**config.mk**
```make
export PLATFORM = sky130hd
export DESIGN_NAME = pipeline_hazard_ctrl
export DESIGN_NICKNAME = d
export VERILOG_FILES = /design/src/rtl/pipeline_hazard_ctrl.sv
export SDC_FILE = /design/constraint.sdc
export NUM_CORES = 1
export LEC_CHECK = 0
export BUFFER_PORTS_ARGS = -buffer_cell sky130_fd_sc_hd__clkbuf_2
export CAP_MARGIN = 20
export CORE_MARGIN = 2
export CORE_UTILIZATION = 40
export DETAILED_ROUTE_END_ITERATION = 12
export REMOVE_ABC_BUFFERS = 1
export SETUP_SLACK_MARGIN = 0.1
export SYNTH_ARGS = -nofsm -noshare
export SYNTH_HDL_FRONTEND = slang
export SYNTH_SLANG_ARGS = --single-unit
```
**constraint.sdc**
```tcl
create_clock -name clock -period 3.15 [get_ports clock]
set_clock_uncertainty 0.1 [all_clocks]
set_input_delay 0.945 -clock clock [delete_from_list [all_inputs] [get_ports clock]]
set_output_delay 0.945 -clock clock [all_outputs]
set_load 0.03 [all_outputs]
```
**src/rtl/pipeline_hazard_ctrl.sv**
```systemverilog
// rtl/pipeline_hazard_ctrl.sv - ID-stage hazard, branch-flush and memory-freeze control
// Build option: define HAZARD_FORWARD_EN to limit hazard detection to load-use on the EX entry.
module pipeline_hazard_ctrl (
   input  logic        clock,
   input  logic        reset,
   input  logic [19:0] instruction,
   input  logic        id_valid,
   input  logic        branch_taken,
   input  logic        mem_busy,
   output logic        stall_if_id,
   output logic        bubble_id_ex,
   output logic        flush_if_id,
   output logic        freeze,
   output logic [15:0] stall_cycles
);

   typedef enum logic [1:0] {
      ST_RUN    = 2'd0,
      ST_FLUSH  = 2'd1,
      ST_FREEZE = 2'd2
   } state_t;

   typedef struct packed {
      logic       valid;
      logic       is_load;
      logic [3:0] rd;
   } sb_entry_t;

   state_t      state_q, state_d;
   sb_entry_t   sb_ex_q, sb_mem_q, sb_wb_q;
   sb_entry_t   id_entry;
   logic [15:0] stall_count_q;

   logic [3:0]  opcode, rd_f, rs1_f, rs2_f;
   logic        reads_rs1, reads_rs2, writes_rd, op_is_load;
   logic        hit_ex, hazard;

   logic        run_stall, run_bubble, run_flush, run_freeze;
   state_t      run_next;
   logic        stall_c, bubble_c, flush_c, freeze_c;

   assign opcode = instruction[19:16];
   assign rd_f   = instruction[15:12];
   assign rs1_f  = instruction[11:8];
   assign rs2_f  = instruction[7:4];

   // Opcodes 1100-1111 fall through to the NOP defaults.
   always_comb begin
      reads_rs1  = 1'b0;
      reads_rs2  = 1'b0;
      writes_rd  = 1'b0;
      op_is_load = 1'b0;
      if (opcode >= 4'h1 && opcode <= 4'h7) begin
         reads_rs1 = 1'b1;
         reads_rs2 = 1'b1;
         writes_rd = 1'b1;
      end else if (opcode == 4'h8) begin
         reads_rs1  = 1'b1;
         writes_rd  = 1'b1;
         op_is_load = 1'b1;
      end else if (opcode == 4'h9 || opcode == 4'hA) begin
         reads_rs1 = 1'b1;
         reads_rs2 = 1'b1;
      end
   end

   assign id_entry = '{valid: writes_rd, is_load: op_is_load, rd: rd_f};

   assign hit_ex = sb_ex_q.valid &&
                   ((reads_rs1 && sb_ex_q.rd == rs1_f) || (reads_rs2 && sb_ex_q.rd == rs2_f));

`ifdef HAZARD_FORWARD_EN
   logic unused_bits;
   assign unused_bits = ^sb_wb_q;
   assign hazard      = id_valid && hit_ex && sb_ex_q.is_load;
`else
   logic hit_mem, hit_wb;
   logic unused_bits;
   assign hit_mem = sb_mem_q.valid &&
                    ((reads_rs1 && sb_mem_q.rd == rs1_f) || (reads_rs2 && sb_mem_q.rd == rs2_f));
   assign hit_wb  = sb_wb_q.valid &&
                    ((reads_rs1 && sb_wb_q.rd == rs1_f) || (reads_rs2 && sb_wb_q.rd == rs2_f));
   assign unused_bits = sb_wb_q.is_load;
   assign hazard      = id_valid && (hit_ex || hit_mem || hit_wb);
`endif

   // RUN-state decision, also reused when a freeze releases.
   always_comb begin
      run_stall  = 1'b0;
      run_bubble = 1'b0;
      run_flush  = 1'b0;
      run_freeze = 1'b0;
      run_next   = ST_RUN;
      if (branch_taken) begin
         run_flush  = 1'b1;
         run_bubble = 1'b1;
         run_next   = ST_FLUSH;
      end else if (mem_busy) begin
         run_freeze = 1'b1;
         run_next   = ST_FREEZE;
      end else if (hazard) begin
         run_stall  = 1'b1;
         run_bubble = 1'b1;
      end
   end

   always_comb begin
      state_d  = state_q;
      stall_c  = 1'b0;
      bubble_c = 1'b0;
      flush_c  = 1'b0;
      freeze_c = 1'b0;
      case (state_q)
         ST_FLUSH: begin
            flush_c  = 1'b1;
            bubble_c = 1'b1;
            if (mem_busy) begin
               freeze_c = 1'b1;
               state_d  = ST_FREEZE;
            end else begin
               state_d  = ST_RUN;
            end
         end
         ST_FREEZE: begin
            if (mem_busy) begin
               freeze_c = 1'b1;
            end else begin
               stall_c  = run_stall;
               bubble_c = run_bubble;
               flush_c  = run_flush;
               freeze_c = run_freeze;
               state_d  = run_next;
            end
         end
         default: begin
            stall_c  = run_stall;
            bubble_c = run_bubble;
            flush_c  = run_flush;
            freeze_c = run_freeze;
            state_d  = run_next;
         end
      endcase
      if (reset) begin
         stall_c  = 1'b0;
         bubble_c = 1'b0;
         flush_c  = 1'b0;
         freeze_c = 1'b0;
         state_d  = ST_RUN;
      end
   end

   always_ff @(posedge clock) begin
      if (reset) begin
         state_q       <= ST_RUN;
         sb_ex_q       <= '0;
         sb_mem_q      <= '0;
         sb_wb_q       <= '0;
         stall_count_q <= '0;
      end else begin
         state_q <= state_d;
         if (!freeze_c) begin
            sb_ex_q  <= (bubble_c || !id_valid) ? '0 : id_entry;
            sb_mem_q <= sb_ex_q;
            sb_wb_q  <= sb_mem_q;
         end
         if (stall_c && !freeze_c && stall_count_q != 16'hFFFF)
            stall_count_q <= stall_count_q + 16'd1;
      end
   end

   assign stall_if_id  = stall_c;
   assign bubble_id_ex = bubble_c;
   assign flush_if_id  = flush_c;
   assign freeze       = freeze_c;
   // The counter register only clears at the edge, so mask it during the reset cycle.
   assign stall_cycles = reset ? 16'h0000 : stall_count_q;

endmodule

```
==> key figures, run 1 <==
Placement
  • DP HPWL: between 3000 and 4000 um
  • Gp weighted congestion: just under 0.8
  • IO buf count: 40

Worst setup path
  • CP endpoint kind: output port
  • Crit path required time: roughly 2100 ps
  • WP data arrival: 2350 ps
  • Startpoint types: input pin
  • CP Max Fanout: 3
  • Critical path class: in2out

Logic synthesis
  • Syn_area_per_cell: 8.63 um^2
  • Cell count after synthesis: 232
  • Ys Warns: 0
  • Sequential area share after synthesis: 33.0%
  • Top cells by count, synth: dfxtp_1 (33), nor2_1 (25), xor2_1 (18), nor2b_1 (17)
  • Synth Area in Adders: under 10%
  • Post-synthesis xor/xnor area fraction: a little over a tenth
  • EDFF count, synth: 0
  • Synth area leader: dfxtp_1
  • Share of the synthesized area in the top cell type: 33.0%
  • Post-synth cell types: 44
  • Top cells by area, synth: dfxtp_1 (33%), xor2_1 (7.9%), mux2i_1 (5.5%)
  • Synthesized area: about 2000 um^2
  • Synth Area in Compound Gates: a little under an eighth
  • Simple-gate area share of the yosys netlist: 28.5%
  • Most frequent cell after synthesis: dfxtp_1
  • Largest family of logic cells by synthesized area: simple AND/OR/NAND/NOR gates
  • Post-synthesis mux area share: 10.6%
  • Top_reg_cell synth: dfxtp_1
  • Ys async rst share: 0%
  • Seq cells post-synth: 33

STA
  • Post-layout min period: 3400 ps
  • Post-route setup TNS: -418 ps
  • Fin crit share: 108%
  • Final slew viol count: 0
  • Final setup vio count: 2
  • RSZ-0062 raised after global routing: yes
  • Headroom to the max-slew limit: 62.6%
  • Worst slew pin tran: around 560 ps
  • Fin. Hold Viols: 0
  • Worst Slack Setup Final: -248 ps
  • Achievable Freq: 0.294 GHz
  • Final hold slack: 387 ps

CTS
  • Worst skew pair latency: 290 ps
  • Worst-case clock buffer depth: 2
  • Root buf cell: clkbuf_8
  • Clock Sinks: 33
  • CTS buffer count: 5
  • Clock slew at reported path FFs: 60 ps
  • CTS tree: built
  • H-tree depth: 2
  • Hold Buf Count CTS: 0

Detailed routing
  • Post-DRT Antenna Nets: 0
  • Average wire per standard cell: 13.3 um
  • Routed WL: 4730 um
  • Starting DRC count in detailed routing: 86
  • Vias per cell: about 5.1
  • Via Count: between 1500 and 2000
  • DRC: 0
  • 1st-pass router iterations: 4

Floorplan
  • Core Region: 4790 um^2
  • Io pins: 45
  • Die area: 5590 um^2
  • Chip Height: ~75 um
  • Row count: 25
  • Die width: 74.8 um
  • Starting Density: a little over two fifths

Global routing
  • Initial antenna violation count: 0
  • Largest net degree at the start of global routing: 41
  • GRT Residual Overflow: 0
  • Vias in the first global route: 1664
  • Global Route Usage Sum: 17.2%
  • First-pass GRT wire length: between 7000 and 8000 um

Power and ir drop
  • Leak: between 1 and 1.5 nW
  • Max IR drop VDD: about 250 uV
  • Pwr Density: between 300 and 400 nW/um^2

Run status
  • Status: finished, violations left
  • Violated checks: negative setup slack

Layout
  • Diodes inserted: 0
  • Fin nets: 317
  • Synth-to-Final Area Change: 33.0%
  • Layout cells sized above 1: 33.6%

Hold path
  • Hold Path Class: reg2reg

Run
  • Max-Cap Viols: 0
[timing repair]
| action | in CTS | in global routing |
|---|---|---|
| buffers inserted | 1 | 1 |
| gates cloned | 0 | 0 |
| endpoints found under the setup margin | 2 | 4 |
| pin swaps | 10 | 10 |
| gates resized for setup | 21 | 17 |
| hold endpoints to repair | 0 | 0 |
[power by group]
group / internal (mW) / switching, mW
logic: 0.0730 / 0.0771
clock network: 0.173 / 0.148
registers: 0.426 / 0.0128
total: 0.673 / 0.238
[metal layers]
layer	global-route usage, %	part of all wire (%)	vias up
met1	21.3	46	842
met2	28.9	48	38
met5	0	0	-
met3	4.02	4.2	7
li1	-	-	930
met4	7.14	1.4	0
[logic make-up after synthesis]
family,Yosys count
AOI/OAI and AO/OA,32
xor gates and xnor gates,25
adders and majority gates,3
buffers and inverters,14
DFF,33
muxes,20
and+or+nand+nor,105
[flip-flops by register name (all words and copies together) (netlist names)]
| register | cells |
|---|---|
| sb_ex_q | 5 |
| sb_mem_q | 5 |
| sb_wb_q | 5 |
| stall_count_q | 16 |
| state_q | 2 |
[worst max-delay path, cell delays in order]
cell	delay, ps
clkbuf_16	140
xnor2_4	130
nand2_2	80
nor4_4	340
nor3_2	70
o22a_1	240
nor3_2	160
or2_4	140
buf_8	110
[final cells by class]
cell class,count,area [um^2]
clock buffer,7,86.3
fill,453,2120
inverter,5,18.8
multi-input combinational,185,1410
sequential,33,661
tap,67,83.8
timing repair buffer,59,408
[final timing paths]
check                     startpoint                              to  slack [ps]  cells past startpoint
max                  instruction[10]                    bubble_id_ex        -250                      9
min          state_q[1]$_SDFFE_PP0P_         state_q[1]$_SDFFE_PP0P_         390                      2
max reg2reg  state_q[0]$_SDFFE_PP0P_  stall_count_q[11]$_SDFFE_PP0P_         530                     10
min reg2reg  state_q[1]$_SDFFE_PP0P_         state_q[1]$_SDFFE_PP0P_         390                      2
[layout by cell type, fill, tap and decap left out, types with 2 or more instances in the layout]
cell type,Yosys,layout
a21oi_1,7,7
mux2i_1,11,10
nand3_1,6,6
and3_1,6,6
buf_8,0,2
nor4_2,1,3
xnor2_1,7,5
nor4_1,6,2
clkbuf_2,0,33
nor3_2,0,2
clkbuf_8,0,7
nand2_1,11,10
nand4_1,4,4
or3_1,6,5
dfxtp_1,33,33
a22o_1,5,5
nand2b_1,3,3
ha_1,3,3
or2_2,3,2
o21ai_0,8,8
xor2_2,0,4
or3_4,1,2
nor3b_1,2,2
nor2b_1,17,17
xor2_1,18,14
buf_6,3,3
inv_1,5,4
nor3_1,10,8
nor2_1,25,25
nor4_4,0,2
mux2_1,3,3
mux2_2,6,6
buf_4,0,17
[through the flow]
step | util (%) | power [mW] | instances | instance area [um^2] | worst slack (ps)
4_1_cts | 53.9 | 0.907 | 356 | 2580 | -224
2_1_floorplan | - | 0.512 | 223 | 1940 | -282
3_5_place_dp | 49.5 | 0.570 | 349 | 2370 | -355
6_report | 55.7 | 0.911 | 356 | 2660 | -248
3_3_place_gp | 49.5 | 0.569 | 349 | 2370 | -365
5_1_grt | 55.7 | 0.950 | 356 | 2660 | -327
Note: power is estimated with default switching activity, not from simulation.
==> run 2: changes to the inputs <==
CORE_ASPECT_RATIO = 1.25   (was not set)
CORE_UTILIZATION = 49   (was 40)
PLACE_DENSITY_LB_ADDON = 0.15   (was not set)
==> run 2 against run 1 <==
  * The flow still finishes with violations (negative setup slack)
  * Via count increased by 1.9%
  * Global-route usage increased by 4.0 points
  * Utilization increased by 11 points
  * Sequential power about the same
  * Clock power decreased by 6.2%
  * Cell count decreased by 2.2%
  * Power decreased by 2.3%
  * Critical path depth unchanged
  * Count of clock-buffer cells in the layout increased by 1
  * Combinational power about the same
  * Sequential cell count unchanged
  * Critical endpoint unchanged
  * Largest power group unchanged
==> key figures, run 2 (synthesis gave the netlist of run 1 again) <==
CTS
  • Worst-case clock buffer depth: 2 (unchanged)
  • Clock slew at reported path FFs: 70 ps (about the same)
  • CTS buffer count: 5 (unchanged)
  • CTS tree: built
  • Worst skew pair latency: 280 ps (about the same)
  • Clock Sinks: 33 (unchanged)
  • Root buf cell: clkbuf_8
  • H-tree depth: 2 (unchanged)
  • Hold Buf Count CTS: 0 (unchanged)

Run
  • Max-Cap Viols: 0 (unchanged)

Global routing
  • Vias in the first global route: 1643 (-1.3%)
  • First-pass GRT wire length: 7330 um (+0.27%)
  • Initial antenna violation count: 0 (unchanged)
  • Global Route Usage Sum: 21.2% (+4.0 points)
  • GRT Residual Overflow: 0 (unchanged)
  • Largest net degree at the start of global routing: 29 (-29%)

Layout
  • Most common cell after layout, fill and taps aside: dfxtp_1
  • Largest Register: stall_count_q
  • Final core area utilization: 66.6% (+11 points)
  • Layout cells sized above 1: 34.6% (+1.0 points)
  • Synth-to-Final Area Change: 33.0% (about the same)
  • Most frequent cells in the layout: dfxtp_1 (33), clkbuf_2 (32), nor2_1 (25)
  • Design area: 2670 um^2 (about the same)
  • Fin nets: 319 (+0.63%)
  • Max reg flops: 16 (unchanged)
  • Diodes inserted: 0 (unchanged)
  • Post-Layout Cell Count: 348 (-2.2%)

Worst setup path
  • FF-to-FF setup slack: 570 ps (+40 ps)
  • Worst path max stage delay: 340 ps (about the same)
  • RR Startpoint: state_q[0]$_SDFFE_PP0P_
  • Worst r2r path cells: 10 (unchanged)
  • CP Max Fanout: 3 (unchanged)
  • CP endpoint kind: output port
  • Startpoint types: input pin
  • Critical path class: in2out
  • Most frequent CP cell: nor3_2
  • CP delay by family, top: simple AND/OR/NAND/NOR gates
  • CP max stage cell: nor4_4
  • Worst flop-to-flop path endpoint: stall_count_q[11]$_SDFFE_PP0P_
  • Crit path required time: 2100 ps (about the same)
  • Buffers & Inverters on Critical Path: 2 (unchanged)
  • WP data arrival: 2360 ps (about the same)
  • Crit-path cells: buf_8 -> xnor2_2 -> nand2_1 -> nor4_4 -> nor3_2 -> o22a_1 -> nor3_2 -> or2_4 -> clkbuf_8

Placement
  • Gp weighted congestion: 0.821 (+6.1%)
  • Dpl cell area: 2360 um^2 (-0.26%)
  • Setup slack at placement: -398 ps (-43.0 ps)
  • DP HPWL: 3300 um (-0.34%)
  • IO buf count: 40 (unchanged)
  • Dpl cells: 339 (-2.9%)

STA
  • Fin crit share: 108% (about the same)
  • Achievable Freq: 0.294 GHz (about the same)
  • Post-layout min period: 3400 ps (+2.36 ps)
  • Headroom to the max-slew limit: 78.3% (+16 points)
  • Post-route setup TNS: -359 ps (+58.9 ps)
  • Final hold slack: 396 ps (+9.11 ps)
  • Worst slew pin tran: 321 ps (-236 ps)
  • RSZ-0062 raised after global routing: yes
  • Worst Slack Setup Final: -250 ps (-2.36 ps)
  • Fin. Hold Viols: 0 (unchanged)
  • Final setup vio count: 2 (unchanged)
  • Final slew viol count: 0 (unchanged)

Hold path
  • Hold Crit Start: state_q[1]$_SDFFE_PP0P_
  • Hold Path Sink: state_q[1]$_SDFFE_PP0P_
  • WHS Path Cells: 2 (unchanged)
  • Hold Path Class: reg2reg

Floorplan
  • Io pins: 45 (unchanged)
  • Row count: 26 (+4.0%)
  • Die area: 4620 um^2 (-17%)
  • Die width: 61.2 um (-18%)
  • Core Region: 4000 um^2 (-16%)
  • Chip Height: 75.5 um (+0.96%)
  • Starting Density: 50.1% (+8.2 points)

Power and ir drop
  • Pwr Density: 334 nW/um^2 (-2.3%)
  • Power Total: 0.890 mW (-2.3%)
  • Max IR drop VDD: 224 uV (-8.9%)
  • Leak: 1.10 nW (+0.36%)

Detailed routing
  • DRC: 0 (unchanged)
  • DR WL met2: 2440 um (+7.2%)
  • Top routing layer in use: met4
  • 1st-pass router iterations: 4 (unchanged)
  • Met3 routed WL: 132 um (-33%)
  • Post-Route M1 WL: 2040 um (-6.7%)
  • Average wire per standard cell: 13.5 um (+1.6%)
  • Starting DRC count in detailed routing: 54 (-37%)
  • Post-DRT Antenna Nets: 0 (unchanged)
  • Routed WL: 4700 um (-0.63%)
  • Vias per cell: 5.32 (+4.3%)
  • Via Count: 1852 (+1.9%)

Run status
  • Status: finished, violations left
  • Violated checks: negative setup slack
## run 2: power by group
group / leakage, nW / switching, mW / internal (mW) / total [mW]
clock network: 0.0395 / 0.146 / 0.157 / 0.302
logic: 0.794 / 0.0776 / 0.0720 / 0.150
registers: 0.267 / 0.0116 / 0.427 / 0.438
## run 2: per-layer routing
layer	global-route usage, %	up-vias
met3	4.24	9
met5	0	-
met1	26.1	880
met2	36.1	28
li1	-	935
met4	7.97	0
## run 2: area by class of cell
type                       instances  area (um^2)
clock buffer                       8         80.1
fill                             363         1340
tap                               56         70.1
timing repair buffer              61          423
inverter                           5         18.8
multi-input combinational        185         1410
sequential                        33          661
## run 2: worst max-delay path by stage
stage,cells after the start,to,from,slack (ps)
CTS,9,bubble_id_ex,instruction[10],-250
floorplan,6,stall_if_id,instruction[16],-280
detailed placement,9,bubble_id_ex,instruction[10],-400
finish,9,bubble_id_ex,instruction[10],-250
global route,9,bubble_id_ex,instruction[10],-330
global placement,8,bubble_id_ex,instruction[8],-360
## run 2: repair_timing
action,4_1_cts,5_1_grt
pin swaps,9,3
setup endpoints to repair,2,2
setup buffers,1,2
gates resized for setup,22,17
## run 2: tightest hold or removal path, cell delays in order (launching register included)
cell      delay [ps]
dfxtp_1          320
inv_1             80
a211oi_1          60
==> run 3: changes to the inputs <==
BUFFER_PORTS_ARGS = not set   (was -buffer_cell sky130_fd_sc_hd__clkbuf_2)
CORE_UTILIZATION = 50   (was 49)
DONT_BUFFER_PORTS = 1   (was not set)
==> run 3 against run 2 <==
  * The flow still finishes with violations (negative setup slack)
  * Sequential share of layout area is 3.5 points higher
  * Largest cell class unchanged
  * Largest power group unchanged
  * Critical path type unchanged
  * Critical endpoint unchanged
  * Sequential cell count did not move
  * Critical path depth down 3
==> key figures, run 3 (synthesis gave the netlist of run 1 again) <==
CTS
  • CTS tree: built
  • Worst-case clock buffer depth: 2 (unchanged)
  • H-tree depth: 2 (unchanged)
  • Clock Sinks: 33 (unchanged)
  • Worst skew pair latency: 280 ps (about the same)
  • Root buf cell: clkbuf_8
  • Clock slew at reported path FFs: 70 ps (about the same)
  • CTS buffer count: 5 (unchanged)

Floorplan
  • Row count: 25 (-3.8%)
  • Chip Height: 74.8 um (-0.95%)
  • Starting Density: 52.5% (+2.4 points)
  • Core Region: 3820 um^2 (-4.6%)
  • Io pins: 45 (unchanged)
  • Die width: 60.6 um (-0.94%)
  • Die area: 4530 um^2 (-1.9%)

STA
  • Final setup vio count: 1 (-1)
  • Headroom to the max-slew limit: 55.9% (-22 points)
  • Achievable Freq: 0.313 GHz (+6.4%)
  • Post-route setup TNS: -47.2 ps (+311 ps)
  • Worst slew pin tran: 660 ps (+339 ps)
  • Fin crit share: 101% (-6.4 points)
  • Post-layout min period: 3200 ps (-203 ps)
  • Fin. Hold Viols: 0 (unchanged)
  • RSZ-0062 raised after global routing: yes
  • Worst Slack Setup Final: -47.2 ps (+203 ps)
  • Final slew viol count: 0 (unchanged)

Hold path
  • WHS Path Cells: 2 (unchanged)
  • Hold Crit Start: stall_count_q[15]$_SDFFE_PP0P_
  • Hold Path Class: reg2reg

Layout
  • Largest Register: stall_count_q
  • Layout cells sized above 1: 21.2% (-13 points)
  • Most frequent cells in the layout: dfxtp_1 (32), nor2_1 (25), nor2b_1 (17)
  • Design area: 2340 um^2 (-12%)
  • Most common cell after layout, fill and taps aside: dfxtp_1
  • Final core area utilization: 61.2% (-5.4 points)
  • Fin nets: 270 (-15%)
  • Diodes inserted: 0 (unchanged)
  • Max reg flops: 16 (unchanged)
  • Synth-to-Final Area Change: 16.6%

Worst setup path
  • Startpoint types: input pin
  • Worst r2r path cells: 8 (-2)
  • RR Startpoint: state_q[0]$_SDFFE_PP0P_
  • WP data arrival: 2150 ps (-210 ps)
  • Critical path class: in2out
  • CP delay by family, top: simple AND/OR/NAND/NOR gates
  • Crit. Startpoint: instruction[5]
  • CP max stage cell: nor4_1
  • Critical path depth in cells: 6 (-3)
  • Crit-path cells: xor2_1 -> nor4_1 -> nor3_2 -> o22a_1 -> nor3_2 -> or2_4
  • Crit path required time: 2100 ps (about the same)
  • Buffers & Inverters on Critical Path: 0 (-2)
  • Worst path max stage delay: 370 ps (+30 ps)
  • CP Max Fanout: 3 (unchanged)
  • Most frequent CP cell: nor3_2
  • CP endpoint kind: output port

Global routing
  • Largest net degree at the start of global routing: 47 (+62%)
  • Initial antenna violation count: 0 (unchanged)
  • Vias in the first global route: 1616 (-1.6%)
  • Global Route Usage Sum: 20.6% (-0.55 points)
  • First-pass GRT wire length: 7010 um (-4.3%)
  • GRT Residual Overflow: 0 (unchanged)

Run status
  • Violated checks: negative setup slack
  • Status: finished, violations left

Detailed routing
  • Routed WL: 4290 um (-8.7%)
  • 1st-pass router iterations: 4 (unchanged)
  • Average wire per standard cell: 14.5 um (+7.7%)
  • Via Count: 1615 (-13%)
  • Vias per cell: 5.47 (+2.9%)
  • DRC: 0 (unchanged)
  • Starting DRC count in detailed routing: 61 (+13%)
  • Post-DRT Antenna Nets: 0 (unchanged)

Power and ir drop
  • Leak: 0.866 nW (-21%)
  • Max IR drop VDD: 217 uV (-3.1%)
  • Power Total: 0.833 mW (-6.4%)
  • Pwr Density: 357 nW/um^2 (+6.8%)

Run
  • Max-Cap Viols: 0 (unchanged)

Placement
  • Gp weighted congestion: 0.798 (-2.9%)
  • IO buf count: 0 (-100%)
  • Dpl cell area: 2100 um^2 (-11%)
  • DP HPWL: 3070 um (-6.9%)
-- run 3: changes by cell type in the layout (fill, tap and decap cells not counted), moves of 2 or more --
| cell | change |
|---|---|
| buf_8 | -2 |
| nor4_1 | +2 |
| clkbuf_1 | -3 |
| clkbuf_8 | -3 |
| buf_6 | -2 |
| xor2_2 | -4 |
| xor2_1 | +3 |
| clkbuf_2 | -32 |
| buf_4 | -9 |
-- run 3: worst paths after layout --
check / slack (ps) / to
worst min-delay path: 390 / stall_count_q[15]$_SDFFE_PP0P_
worst min register to register: 390 / stall_count_q[15]$_SDFFE_PP0P_
worst max-delay path: -50 / bubble_id_ex
worst max register to register: 620 / stall_count_q[11]$_SDFFE_PP0P_
-- run 3: tightest hold or removal path: cells and delay by family (launching register included) --
kind | cells | cell delay (ps)
compound gates | 2 | 120
flops | 1 | 330
-- run 3: power by group --
group,internal [mW],switching (mW)
sequential,0.427,0.0121
combinational,0.0529,0.0545
clock,0.145,0.142
total,0.625,0.208
-- run 3: metal layers --
layer	global-route usage [%]	share of wire [%]	routed length, um
met2	35.0	51	2180
met5	0	0	0
met1	23.5	40	1740
met4	11.1	3.0	129
met3	5.15	5.6	239
-- run 3: layout make-up --
| cell class | instances | area (um^2) |
|---|---|---|
| clock inverters | 1 | 5.00 |
| well taps | 54 | 67.6 |
| repair buffers | 12 | 93.8 |
| inverters | 5 | 18.8 |
| multi-input cells | 185 | 1420 |
| flip-flops and latches | 33 | 662 |
| clock buffers | 5 | 68.8 |
| fillers | 371 | 1480 |
-- run 3: through the flow --
stage	instances	hold WS, ps	setup slack (ps)
finish	295	392	-47.2
global route	295	443	-142
global placement	288	378	-158
floorplan	223	357	-282
detailed placement	288	386	-171
CTS	294	400	-45.4
-- run 3: what timing repair did --
action,CTS,global route
hold buffers,0,0
pin swaps,6,7
setup endpoints to repair,2,2
gates resized for setup,13,13
buffers inserted,1,1
